`config.mk`:
```
export PLATFORM = sky130hd
export DESIGN_NAME = idct_block_arbiter
export DESIGN_NICKNAME = d
export VERILOG_FILES = /design/src/rtl/idct_block_arbiter.sv
export SDC_FILE = /design/constraint.sdc
export NUM_CORES = 1
export LEC_CHECK = 0
export ABC_AREA = 0
export BUFFER_PORTS_ARGS = -buffer_cell sky130_fd_sc_hd__buf_2
export CAP_MARGIN = 20
export CORE_AREA = 8 8 233 235
export CTS_BUF_LIST = sky130_fd_sc_hd__clkbuf_2
export DETAILED_ROUTE_END_ITERATION = 7
export DIE_AREA = 0 0 241 243
export PLACE_DENSITY = 0.35
export SYNTH_ARGS = -nofsm -noshare
export SYNTH_HDL_FRONTEND = slang
export SYNTH_SLANG_ARGS = --single-unit
```
`constraint.sdc`:
```
create_clock -name clock -period 3.52 [get_ports clock]
set_input_delay 0 -clock clock [delete_from_list [all_inputs] [get_ports clock]]
set_output_delay 0 -clock clock [all_outputs]
set_load 0.03 [all_outputs]
```
`src/rtl/idct_block_arbiter.sv`:
```
// Shares one wide IDCT stream core between two requesters, one 8-row block at a time.
// Optional per-requester completed-block counters are enabled by defining IDCT_ARB_STATS_EN.
module idct_block_arbiter #(
    parameter int WIN       = 16,
    parameter int WOUT      = 9,
    parameter int TAG_DEPTH = 4
) (
    input  logic                clock,
    input  logic                reset_n,
`ifdef IDCT_ARB_STATS_EN
    output logic [15:0]         blk_cnt0,
    output logic [15:0]         blk_cnt1,
`endif
    input  logic [WIN*8-1:0]    s0_tdata,
    input  logic                s0_tvalid,
    output logic                s0_tready,
    input  logic [WIN*8-1:0]    s1_tdata,
    input  logic                s1_tvalid,
    output logic                s1_tready,
    output logic [WOUT*8-1:0]   m0_tdata,
    output logic                m0_tvalid,
    input  logic                m0_tready,
    output logic [WOUT*8-1:0]   m1_tdata,
    output logic                m1_tvalid,
    input  logic                m1_tready,
    output logic [WIN*8-1:0]    core_s_tdata,
    output logic                core_s_tvalid,
    input  logic                core_s_tready,
    input  logic [WOUT*8-1:0]   core_m_tdata,
    input  logic                core_m_tvalid,
    output logic                core_m_tready,
    output logic                err
);
    localparam int PTR_W = $clog2(TAG_DEPTH);
    localparam int CNT_W = PTR_W + 1;

    typedef enum logic [0:0] {IDLE = 1'b0, XFER = 1'b1} state_t;

    state_t           state_r;
    state_t           state_next_s;
    logic             grant_r;
    logic             last_r;
    logic             winner_s;
    logic             start_s;
    logic [2:0]       in_beat_r;
    logic [2:0]       out_beat_r;
    logic             tag_mem_r [TAG_DEPTH];
    logic [PTR_W-1:0] wr_ptr_r;
    logic [PTR_W-1:0] rd_ptr_r;
    logic [CNT_W-1:0] count_r;
    logic             err_r;
    logic             full_s;
    logic             empty_s;
    logic             head_s;
    logic             in_acc_s;
    logic             out_acc_s;
    logic             pop_s;

    assign full_s    = (count_r == CNT_W'(TAG_DEPTH));
    assign empty_s   = (count_r == {CNT_W{1'b0}});
    assign head_s    = tag_mem_r[rd_ptr_r];
    assign in_acc_s  = core_s_tvalid && core_s_tready;
    assign out_acc_s = !empty_s && core_m_tvalid && core_m_tready;
    assign pop_s     = out_acc_s && (out_beat_r == 3'd7);
    assign err       = err_r;

    // Round-robin pick and block-level FSM; full is judged before any same-cycle pop.
    always_comb begin
        winner_s     = 1'b0;
        start_s      = 1'b0;
        state_next_s = state_r;
        if (s0_tvalid && s1_tvalid) begin
            winner_s = ~last_r;
        end else if (s1_tvalid) begin
            winner_s = 1'b1;
        end else begin
            winner_s = 1'b0;
        end
        case (state_r)
            IDLE: begin
                if ((s0_tvalid || s1_tvalid) && !full_s) begin
                    start_s      = 1'b1;
                    state_next_s = XFER;
                end else begin
                    state_next_s = IDLE;
                end
            end
            XFER: begin
                if (in_acc_s && (in_beat_r == 3'd7)) begin
                    state_next_s = IDLE;
                end else begin
                    state_next_s = XFER;
                end
            end
            default: state_next_s = IDLE;
        endcase
    end

    // Forward mux: only the granted requester sees the core during a block.
    always_comb begin
        core_s_tdata  = {(WIN*8){1'b0}};
        core_s_tvalid = 1'b0;
        s0_tready     = 1'b0;
        s1_tready     = 1'b0;
        if (state_r == XFER) begin
            if (grant_r) begin
                core_s_tdata  = s1_tdata;
                core_s_tvalid = s1_tvalid;
                s1_tready     = core_s_tready;
            end else begin
                core_s_tdata  = s0_tdata;
                core_s_tvalid = s0_tvalid;
                s0_tready     = core_s_tready;
            end
        end else begin
            core_s_tvalid = 1'b0;
        end
    end

    // Return mux steered by the tag at the FIFO head; untagged core output is drained.
    always_comb begin
        m0_tdata      = {(WOUT*8){1'b0}};
        m0_tvalid     = 1'b0;
        m1_tdata      = {(WOUT*8){1'b0}};
        m1_tvalid     = 1'b0;
        core_m_tready = 1'b1;
        if (!empty_s) begin
            if (head_s) begin
                m1_tdata      = core_m_tdata;
                m1_tvalid     = core_m_tvalid;
                core_m_tready = m1_tready;
            end else begin
                m0_tdata      = core_m_tdata;
                m0_tvalid     = core_m_tvalid;
                core_m_tready = m0_tready;
            end
        end else begin
            core_m_tready = 1'b1;
        end
    end

    // FSM state, grant/last history and input beat counter.
    always_ff @(posedge clock) begin
        if (!reset_n) begin
            state_r   <= IDLE;
            grant_r   <= 1'b0;
            last_r    <= 1'b1;
            in_beat_r <= 3'd0;
        end else begin
            state_r <= state_next_s;
            if (start_s) begin
                grant_r <= winner_s;
                last_r  <= winner_s;
            end
            if (in_acc_s) begin
                in_beat_r <= in_beat_r + 3'd1;
            end
        end
    end

    // Tag storage needs no reset: entries are only read below the occupancy count.
    always_ff @(posedge clock) begin
        if (start_s) begin
            tag_mem_r[wr_ptr_r] <= winner_s;
        end
    end

    // Tag FIFO pointers and occupancy.
    always_ff @(posedge clock) begin
        if (!reset_n) begin
            wr_ptr_r <= {PTR_W{1'b0}};
            rd_ptr_r <= {PTR_W{1'b0}};
            count_r  <= {CNT_W{1'b0}};
        end else begin
            if (start_s) begin
                wr_ptr_r <= wr_ptr_r + PTR_W'(1);
            end
            if (pop_s) begin
                rd_ptr_r <= rd_ptr_r + PTR_W'(1);
            end
            case ({start_s, pop_s})
                2'b10:   count_r <= count_r + CNT_W'(1);
                2'b01:   count_r <= count_r - CNT_W'(1);
                default: count_r <= count_r;
            endcase
        end
    end

    // Result beat counter and sticky error for output with no owner.
    always_ff @(posedge clock) begin
        if (!reset_n) begin
            out_beat_r <= 3'd0;
            err_r      <= 1'b0;
        end else begin
            if (out_acc_s) begin
                out_beat_r <= out_beat_r + 3'd1;
            end
            if (empty_s && core_m_tvalid) begin
                err_r <= 1'b1;
            end
        end
    end

`ifdef IDCT_ARB_STATS_EN
    logic [15:0] blk_cnt0_r;
    logic [15:0] blk_cnt1_r;

    // Completed result blocks per requester, wrapping at 16 bits.
    always_ff @(posedge clock) begin
        if (!reset_n) begin
            blk_cnt0_r <= 16'd0;
            blk_cnt1_r <= 16'd0;
        end else begin
            if (pop_s && !head_s) begin
                blk_cnt0_r <= blk_cnt0_r + 16'd1;
            end
            if (pop_s && head_s) begin
                blk_cnt1_r <= blk_cnt1_r + 16'd1;
            end
        end
    end

    assign blk_cnt0 = blk_cnt0_r;
    assign blk_cnt1 = blk_cnt1_r;
`endif

endmodule

```
# Word level (Yosys, flattened, before mapping)
# Memories as Yosys holds them, arrays and structs flattened. A register that Yosys moved wholly into a read port is not among the register bits.
# Cells that the tools add are included.
word_totals:
  regBits: 17
  latchBits: 0
  mem_bits_rw: 4
  rom_bits: 0
  in_bits: 336
  output_inout_bits: 279
  wordCells: 65
  mem_count: 1
memory_table:
  columns: ["name", "depth", "word_bits", "rd", "rd_ports_with_merged_regs", "wr", "line", "source"]
  rows:
  - ["tag_mem_r", 4, 1, 1, 1, 1, "47", "logic tag_mem_r [TAG_DEPTH];"]
classes:
  addsub: 6
  n_mul: 0
  div_mod_pow: 0
  magnitude_cmp: 0
  eq_ne: 5
  shift: 0
  mux: 29
  bitwise: 2
  n_reduce_logical: 13
ops:
  columns: ["op", "count"]
  rows:
  - ["two-way mux 72 bit", 4]
  - ["two-way mux 128 bit", 2]
  - ["two-way mux 1 bit", 19]
  - ["adder 3 x 1 -> 3 bit, second input constant", 3]
  - ["equality test 3 bit, second input constant", 3]
  - ["logical AND 1 bit", 8]
  - ["case mux 3 bit (2 select lines)", 1]
  - ["adder 2 x 1 -> 2 bit, second input constant", 2]
  - ["two-way mux 2 bit", 2]
  - ["zero test 3 bit", 1]
  - ["subtractor 3 x 1 -> 3 bit, second input constant", 1]
  - ["equality test 2 x 1 -> 1 bit, second input constant", 1]
  - ["equality test 2 bit, second input constant", 1]
  - ["zero test 1 bit", 2]
  - ["NOT 1 bit", 2]
  - ["case mux 1 bit (2 select lines)", 1]
  - ["nonzero test 2 bit", 1]
  - ["logical OR 1 bit", 1]

# Logic depth before layout (Yosys ltp)
logic_depth:
  word_depth: 7
  depth_mapped: 8

# Worst setup path before layout
# Ideal clock, no wire load.
synth_timing:
  path_type: "register -> register"
  from: "register with a tool-made name"
  to: "register count_r[2]"
  setup_ns: 0.070
  arrival_time_ns: 2.444
  required_time_ns: 3.450
  slack_ns: 1.006
  stages_incl_launch_ff: 9
  path_buffers: 0
  synth_period_minus_slack_ns: 2.514
  cell_sequence: "dfxtp_1 -> mux4_2 -> mux2i_2 -> nor3b_2 -> ha_1 -> fa_1 -> xnor2_1 -> or3_1 -> a21oi_1"
synth_lines:
  columns: ["element", "line", "source"]
  rows:
  - ["to (signal assigned)", "173", "count_r <= {CNT_W{1'b0}};"]
  - ["to (signal assigned)", "182", "2'b10: count_r <= count_r + CNT_W'(1);"]
  - ["to (signal assigned)", "183", "2'b01: count_r <= count_r - CNT_W'(1);"]
  - ["to (decl)", "50", "logic [CNT_W-1:0] count_r;"]

==> qor.txt <==
outcome: complete, no violations
vias per std cell: 3.46
Synth top area share: 0.324
gr usage total: 0.119
fmax: 362 MHz
drt total wl: 37700 um
Cell Rows: 83
critical path data required time: 3840 ps
CP max-delay cell: mux4_2
WHS Path Cells: 2
postcts setup bufs: 0
Tightest Pin Transition: 928 ps
Mapped Cells: 638
cts hold-fix bufs: 4
CP Capture Type: flop
post-synthesis sequential area ratio: 0.118
largest net degree at the start of global routing: 119
I/O pins: 615
Adder-Cell Fraction of Synth Area: 0.0313
WP buf/inv: 0
dpl ws: 781 ps
Crit path depth: 8
cell count after placement: 1893
Worst Slack Setup Final: 760 ps
Peak VDD IR: 0.172 mV
CTS max path bufs: 2
routability cong.: 0.941
Critical R2R Capture: count_r[2]
die footprint: 58600 um2
Sink Count: 23
max cap viols: 0
Arr. time, crit path: 3080 ps
H-tree depth: 1
Avg Synthesized Cell Area: 6.64 um2
headroom to the max-slew limit: 0.381
port bufs: 614
layout cell share with drive strength beyond 1: 0.526
worst skew pair latency: 360 ps
DR WL/cell: 19.8 um
CP peak stage delay: 560 ps
final setup fails: 0
Worst R2R Path Depth: 8
Final nets: 1568
combinational family with the most area after synthesis: simple AND/OR/NAND/NOR gates
Power Dens Cells: 281 nW/um2
post_cts resized: 0
FILL cells: 5977
Finished Layout Cells: 1909
R2R Setup Slk: 760 ps
Syn-to-layout area delta: 93.0%
DPL Wire Length: 34200 um
DRC violations left: 0
Mapped Nets: 984
Area contributors post-synth: mux2i_1 32%, nor2b_1 19%, nor2_1 14%, dfxtp_1 9.0%, nand2_1 7.4%
clk slew on worst S/H paths: 250 ps
vias in the first global route: 7025
Tcrit/Tclk final: 0.784
number of nets still failing antenna checks after routing: 0
leakage power: 4.38 nW
mux cell area share after synthesis: 0.335
Synth Register Bits: 23
skew final: 18.5 ps
crit path to: count_r[2]
post-synthesis cell type with the largest combined area: mux2i_1
Post-Synth XOR/XNOR Area: 0.00827
HP Class: in -> reg
CORE AREA: 50700 um2
total vias in the final route: 6611
Fin. Hold Viols: 0
clock root buffer: clkbuf_2
crit-path cells: mux4_2 > mux2i_2 > nor3b_2 > ha_1 > fa_1 > xnor2_1 > or3_1 > a21oi_1
warnings from Yosys: 0
residual overflow from global routing: 0
Final min period: 2760 ps
global-route wire length before repair: 51200 um
Synth Cell Area: 4230 um2
Simple-Gate Fraction of Synth Area: 0.428
Initial DRC Count: 178
TritonCTS Buffers: 3
CP max FO: 7
initial antenna violation count: 27
Total Neg Setup Slack: 0 ps
CP Launch Type: flop
Largest delay share family, worst path: multiplexers
number of library cell types mapped by synthesis: 31
most frequent cells in the layout: 614 x buf_2, 159 x nor2_1, 137 x mux2i_1, 130 x nor2b_1, 84 x nand2_1
commonest non-fill, non-tap cell in the layout: buf_2
chip height: 243 um
CTS tree: yes
Fin Hold WS: 115 ps
Synth Area in Compound Gates: 0.0230
TritonRoute pass-1 iters: 5
WS Path Type: reg -> reg
RSZ-0062 raised after global routing: false
DIE WIDTH: 241 um
max-slew violation count: 0
Starting Density: 0.0835
layer usage:
| layer | GRT usage | part of all wire |
|---|---|---|
| met2 | 0.233 | 0.53 |
| met5 | 0 | 0.00072 |
| met1 | 0.116 | 0.34 |
| met4 | 0.0344 | 0.019 |
| met3 | 0.0367 | 0.11 |
sequential cells by signal (all words and copies together), names as in the netlist, 2 cells and up, named ones only:
name	count
tag_mem_r	4
out_beat_r	3
wr_ptr_r	2
rd_ptr_r	2
count_r	3
in_beat_r	3
cell type report:
type,count,area [um2],area share
Clock buffer,3,15.0,0.00184
Clock inverter,1,7.51,0.000919
Timing Repair Buffer,634,3250,0.397
Sequential cell,23,508,0.0622
Inverter,4,15.0,0.00184
Tap cell,680,851,0.104
Multi-Input combinational cell,556,3510,0.429
Antenna cell,8,20.0,0.00245
synthesized netlist by cell type:
cell and count:
a211oi_1 1, a21boi_0 2, a21oi_1 6, a221o_1 1, a22oi_1 1, and2_1 4, and3_1 1, buf_2 13
clkbuf_1 42, dfxtp_1 19, edfxtp_1 4, fa_1 1, ha_1 9, inv_1 4, mux2_2 1, mux2i_1 137
mux2i_2 1, mux4_2 1, nand2_1 84, nand2b_1 1, nand4_1 1, nor2_1 159, nor2b_1 130, nor3_1 1
nor3b_2 1, o21a_1 1, o21ai_0 3, o21ai_1 1, or3_1 4, xnor2_1 3, xor2_1 1
power breakdown:
part / switching [mW] / internal (mW)
Combinational: 1.27 / 0.585
Sequential: 0.0371 / 0.287
Clock: 0.0880 / 0.0264
Total: 1.40 / 0.898
cells by family after synthesis:
family,Yosys count
and+or+nand+nor,386
muxes,140
xor gates and xnor gates,4
AOI/OAI and AO/OA,16
buffers and inverters,59
adders and majority gates,10
DFF,23
metrics by stage:
step                total power [mW]   util  cell area, um2
finish                          2.29  0.161            8170
detailed placement              2.21  0.160            8090
global placement                2.22  0.160            8090
floorplan                       1.49      -            4230
CTS                             2.35  0.161            8150
global route                    2.47  0.161            8160
how the worst min path moves through the flow:
stage	startpoint	to	slack (ps)
2_1_floorplan	core_m_tvalid	err	140
3_3_place_gp	core_m_tvalid	err	290
3_5_place_dp	core_m_tvalid	err	290
4_1_cts	s1_tvalid	tag_mem_r[3]	100
5_1_grt	s1_tvalid	tag_mem_r[0]	90
6_report	s1_tvalid	tag_mem_r[3]	120
No activity file was read; power rests on OpenSTA's default activity.
